===== config.mk =====
export PLATFORM = sky130hd
export DESIGN_NAME = mem_access_stage
export DESIGN_NICKNAME = d
export VERILOG_FILES = /design/src/rtl/mem_access_stage.sv
export SDC_FILE = /design/constraint.sdc
export NUM_CORES = 1
export LEC_CHECK = 0
export ABC_CLOCK_PERIOD_IN_PS = 2100
export BUFFER_PORTS_ARGS = -buffer_cell sky130_fd_sc_hd__buf_4
export CORE_ASPECT_RATIO = 1.4
export CORE_MARGIN = 3
export CORE_UTILIZATION = 48
export DETAILED_ROUTE_END_ITERATION = 12
export MAX_ROUTING_LAYER = met4
export PLACE_DENSITY = 0.81
export SYNTH_ARGS = -nofsm -noshare
export SYNTH_HDL_FRONTEND = slang
export SYNTH_SLANG_ARGS = --single-unit
export TNS_END_PERCENT = 20

===== constraint.sdc =====
create_clock -name clk -period 2.1 [get_ports clk]
set_input_delay 0.315 -clock clk [delete_from_list [all_inputs] [get_ports clk]]
set_output_delay 0.315 -clock clk [all_outputs]
set_load 0.005 [all_outputs]

===== src/rtl/mem_access_stage.sv =====
// MEM stage of the 5-stage MIPS pipeline: byte/half/word loads and stores over a
// req/ack data-memory bus, stalling upstream until the access completes or times out.
module mem_access_stage #(
    parameter int MAX_WAIT = 255
) (
    input  logic        clk,
    input  logic        reset,
    input  logic        mem_read_in,
    input  logic        mem_write_in,
    input  logic [1:0]  mem_size_in,
    input  logic        mem_unsigned_in,
    input  logic [31:0] alu_result_in,
    input  logic [31:0] write_data_in,
    input  logic        regwrite_in,
    input  logic        memtoreg_in,
    input  logic [4:0]  write_reg_in,
    output logic        regwrite_out,
    output logic        memtoreg_out,
    output logic        mem_read_out,
    output logic [31:0] alu_result_out,
    output logic [4:0]  write_reg_out,
    output logic [31:0] read_data_out,
    output logic        stall_out,
    output logic        align_err,
    output logic        timeout_err,
    output logic        dmem_req,
    output logic        dmem_we,
    output logic [31:0] dmem_addr,
    output logic [3:0]  dmem_be,
    output logic [31:0] dmem_wdata,
    input  logic [31:0] dmem_rdata,
    input  logic        dmem_ack
);

    localparam int CW = $clog2(MAX_WAIT);

    typedef enum logic [1:0] {
        IDLE = 2'b00,
        BUSY = 2'b01,
        DONE = 2'b10
    } state_t;

    state_t         state, state_next;
    logic [CW-1:0]  wait_cnt;
    logic [31:0]    rdata_q;
    logic [1:0]     off_q;
    logic [1:0]     size_q;
    logic           uns_q;
    logic           load_q;

    logic           access;
    logic           misaligned;
    logic           start;
    logic           expire;
    logic [3:0]     be_next;
    logic [31:0]    wdata_next;

    // Picks the addressed lane out of the bus word and extends it to 32 bits.
    function automatic logic [31:0] format_load(
        input logic [31:0] raw,
        input logic [1:0]  off,
        input logic [1:0]  size,
        input logic        uns
    );
        logic [7:0]  b;
        logic [15:0] h;
        case (off)
            2'd0:    b = raw[7:0];
            2'd1:    b = raw[15:8];
            2'd2:    b = raw[23:16];
            default: b = raw[31:24];
        endcase
        h = off[1] ? raw[31:16] : raw[15:0];
        case (size)
            2'b00:   format_load = uns ? {24'h0, b} : {{24{b[7]}}, b};
            2'b01:   format_load = uns ? {16'h0, h} : {{16{h[15]}}, h};
            default: format_load = raw;
        endcase
    endfunction

    assign access = mem_read_in | mem_write_in;
    assign start  = (state == IDLE) && access && !misaligned;
    assign expire = (state == BUSY) && !dmem_ack && (wait_cnt == CW'(MAX_WAIT - 1));

    // NOTE: every comb output gets a default before the case so no latch is inferred.
    always_comb begin
        misaligned = 1'b0;
        be_next    = 4'b1111;
        wdata_next = write_data_in;
        case (mem_size_in)
            2'b00: begin
                be_next    = 4'b0001 << alu_result_in[1:0];
                wdata_next = {4{write_data_in[7:0]}};
            end
            2'b01: begin
                misaligned = alu_result_in[0];
                be_next    = alu_result_in[1] ? 4'b1100 : 4'b0011;
                wdata_next = {2{write_data_in[15:0]}};
            end
            default: misaligned = |alu_result_in[1:0];
        endcase
    end

    // NOTE: sequential state uses non-blocking assignments so all flops update together.
    always_ff @(posedge clk or negedge reset) begin
        if (!reset) state <= IDLE;
        else        state <= state_next;
    end

    always_comb begin
        state_next = state;
        case (state)
            IDLE:    if (start) state_next = BUSY;
            BUSY:    if (dmem_ack || expire) state_next = DONE;
            DONE:    state_next = IDLE;
            default: state_next = IDLE;
        endcase
    end

    // Bus registers hold their values through BUSY so the slave sees stable fields.
    always_ff @(posedge clk or negedge reset) begin
        if (!reset) begin
            dmem_req    <= 1'b0;
            dmem_we     <= 1'b0;
            dmem_addr   <= '0;
            dmem_be     <= '0;
            dmem_wdata  <= '0;
            rdata_q     <= '0;
            wait_cnt    <= '0;
            timeout_err <= 1'b0;
            off_q       <= '0;
            size_q      <= '0;
            uns_q       <= 1'b0;
            load_q      <= 1'b0;
        end else begin
            timeout_err <= expire;
            case (state)
                IDLE: begin
                    if (start) begin
                        dmem_req   <= 1'b1;
                        dmem_we    <= mem_write_in & ~mem_read_in;
                        dmem_addr  <= {alu_result_in[31:2], 2'b00};
                        dmem_be    <= be_next;
                        dmem_wdata <= wdata_next;
                        wait_cnt   <= '0;
                        off_q      <= alu_result_in[1:0];
                        size_q     <= mem_size_in;
                        uns_q      <= mem_unsigned_in;
                        load_q     <= mem_read_in;
                    end
                end
                BUSY: begin
                    if (dmem_ack) begin
                        dmem_req <= 1'b0;
                        rdata_q  <= load_q ? format_load(dmem_rdata, off_q, size_q, uns_q) : 32'h0;
                    end else if (expire) begin
                        dmem_req <= 1'b0;
                        rdata_q  <= 32'h0;
                    end else begin
                        wait_cnt <= wait_cnt + 1'b1;
                    end
                end
                default: ;
            endcase
        end
    end

    always_comb begin
        regwrite_out   = 1'b0;
        memtoreg_out   = 1'b0;
        mem_read_out   = 1'b0;
        read_data_out  = 32'h0;
        stall_out      = 1'b0;
        align_err      = 1'b0;
        alu_result_out = alu_result_in;
        write_reg_out  = write_reg_in;
        case (state)
            IDLE: begin
                if (!access) begin
                    regwrite_out = regwrite_in;
                    memtoreg_out = memtoreg_in;
                    mem_read_out = mem_read_in;
                end else if (misaligned) begin
                    align_err = 1'b1;
                end else begin
                    stall_out = 1'b1;
                end
            end
            BUSY: stall_out = 1'b1;
            DONE: begin
                // Upstream was frozen, so the inputs still carry this instruction.
                regwrite_out  = regwrite_in;
                memtoreg_out  = memtoreg_in;
                mem_read_out  = mem_read_in;
                read_data_out = rdata_q;
            end
            default: ;
        endcase
    end

endmodule

==> metrics.txt <==
RSZ-0062 raised after global routing false; Flop pwr share 0.373; Initial Util 0.496; core area between 10000 and 15000 um^2; prevailing post-synth register cell dfrtp_1; setup tns final 0 ns; Diodes inserted 0; initial antenna violation count 0; die height 137 um; Post-synth top cells nand2_1, dfrtp_1, o21ai_0; status finished clean; row count 47; Crit Path Class reg2reg; DR pass1 iterations 4; dominant cell type by area after synthesis dfrtp_1; vias in the first global route 5569; peak supply drop 0.676 mV; post-route cell area 8280 um^2; sequential share of the synthesized area 0.494; crit path cell chain mux4_2, mux2i_4, nor4b_4, a221o_1; GR Overflow Total 0; largest cells by area after synthesis dfrtp_1, nand2_1, buf_4, mux2i_1, o21ai_0; Area growth syn-to-layout 39.8%; Layout Nets roughly 950; Die W 99.9 um; crit path max fanout 16; synthesized cell area 5920 um^2; Skew-Pair Late Insertion Delay 0.40 ns; Synth Warn # 0; PortBufs 243; critical path endpoint category register; period utilization 0.941; Req. time, crit path 2.43 ns; pwr dens 1200 nW/um^2; Worst-Margin Slew 0.895 ns; Final setup viols 0; Worst path max stage delay ~0.75 ns; worst path arrival time around 2.3 ns; Fillers 937; CTS buffer count 17; first-pass GRT wire length around 28 mm; Critical Path Slowest Stage Cell nor4b_4; Final min period 1.98 ns; most instantiated library cell after synthesis nand2_1; GRT Resource Usage Total 0.264; Max Freq 0.506 GHz; layout cells sized above 1 0.361; ANT nets after route 0; worst min path class in2reg; Post-route DRC 0; die area 13700 um^2; final worst clock skew between 0.007 and 0.008 ns; post-synth top area share 0.494; drt wl/cell ~18 um; CTS clock-pin slew for the worst setup and hold paths 0.05 ns; largest net degree at the start of global routing about 60; cells after synthesis 628; Max Buffers Root-to-Sink 2; Gate power share 0.323; I/O Pins 256; average size of a mapped cell 9.43 um^2; Detail Placement HPWL 12.9 mm; clk sinks 117; Net Sw Power 3.11 mW; DP Area 7650 um^2; Fin. Hold Viols 0; Max Cap Violations 0; Post-synth EDFFs 0; P_int between 6 and 7 mW; post_cts resized 0; DRT iter0 DRCs about 270; vias per inst 5.40; final WL ~18 mm; Net Sw Frac 0.312; Post-synth ARST share 1.00; leak pwr 4.24 nW; Worst Setup Start Kind register; H-tree levels 4; DR vias 5373; Placer Congestion 1.06; TritonCTS clock tree done; Rel. slew slack 0.401; fin. max-slew vios 0; Unique masters post-synth 51; number of synthesized register bits ~120; Hold Worst Slack about 0.11 ns; Clk pwr share 0.304; root buf cell clkbuf_16
-- critical path, delay by kind of cell, from the launching register on --
kind / cells / cell delay [ns]
flip-flops: 1 / 0.41
AO/OA/AOI/OAI: 1 / 0.22
AND/OR/NAND/NOR: 1 / 0.75
multiplexers: 2 / 0.52
-- sequential cells by signal, indices dropped and copies added (netlist names) --
register / flops
rdata_q: 32
load_q: 1
uns_q: 1
off_q: 2
dmem_req: 1
dmem_wdata: 32
wait_cnt: 8
state: 2
dmem_be: 4
dmem_we: 1
timeout_err: 1
size_q: 2
dmem_addr: 30
-- metrics by stage --
stage                     utilization  instances  power (mW)  setup WS [ns]
after floorplan                     -        629        5.24          0.280
after global placement          0.641        962        6.78          0.263
after detailed placement        0.641        962        6.95          0.130
after CTS                       0.694        995        10.0          0.133
after global routing            0.694        995        10.5         0.0250
final                           0.694        995        9.97          0.123
-- metal layers --
| layer | global-route usage | wire [um] | vias to the layer above |
|---|---|---|---|
| met4 | 0.121 | 630 | 0 |
| met2 | 0.442 | 8980 | 237 |
| met3 | 0.0593 | 1220 | 47 |
| li1 | - | - | 2514 |
| met5 | - | 0 | - |
| met1 | 0.300 | 6680 | 2575 |
-- layout by cell type, fill, tap and decap left out, types with 2 or more instances in the layout --
master     count
buf_4        262
nand2_1      169
dfrtp_1      117
o21ai_0       46
and2_1        35
mux2i_1       29
nor2_1        19
clkbuf_16     17
a21oi_1       16
a221o_1       16
nand2b_1       9
o2bb2ai_1      9
inv_1          8
a311o_1        6
nand3b_1       5
a32o_1         5
clkinv_2       5
nor2b_1        4
nand3_1        4
nor3_1         4
mux2_2         4
bufinv_16      4
nand4_1        3
a211oi_1       3
nor4_1         3
xnor2_1        3
a21boi_0       3
clkbuf_1       3
o22ai_1        2
o31ai_1        2
a21oi_2        2
a31oi_1        2
nor3b_1        2
ha_1           2
conb_1         2
clkbuf_8       2
buf_12         2
-- power groups by stage --
| stage | clock network (mW) | registers (mW) | logic, mW |
|---|---|---|---|
| finish | 3.03 | 3.72 | 3.22 |
| CTS | 3.07 | 3.72 | 3.24 |
| detailed placement | 0 | 3.73 | 3.22 |
| floorplan | 0 | 3.62 | 1.62 |
| global route | 3.18 | 3.83 | 3.54 |
| global placement | 0 | 3.68 | 3.10 |
-- logic make-up after synthesis --
group | synth area share
other cells | 0.000633
mux | 0.0642
buf+inv | 0.0895
fa+ha+maj | 0.00422
xor+xnor | 0.00444
compound gates | 0.138
simple gates | 0.205
flops | 0.494
-- area by class of cell --
| cell class | instances | area, um^2 | area share |
|---|---|---|---|
| multi-input cells | 425 | 2500 | 0.302 |
| clock buffers | 22 | 464 | 0.0561 |
| repair buffers | 265 | 2020 | 0.244 |
| flip-flops and latches | 117 | 2930 | 0.354 |
| clock inverters | 10 | 153 | 0.0184 |
| inverters | 9 | 33.8 | 0.00408 |
| well taps | 147 | 184 | 0.0222 |
-- final timing paths --
path / from / endpoint / slack (ns) / cells after the start
min in group asynchronous: reset / rdata_q[7] / 0.43 / 2
setup reg to reg: off_q[1] / rdata_q[16] / 0.12 / 4
hold reg to reg: dmem_addr[4] / dmem_addr[4] / 0.47 / 2
max in group asynchronous: reset / wait_cnt[3] / 1.03 / 3
setup / recovery: off_q[1] / rdata_q[16] / 0.12 / 4
hold / removal: mem_unsigned_in / uns_q / 0.11 / 3
-- repair_timing --
item	CTS	global route
hold buffers	1	0
setup buffers	0	0
endpoints found under the hold margin	32	0
(Power assumes the default switching activity.)
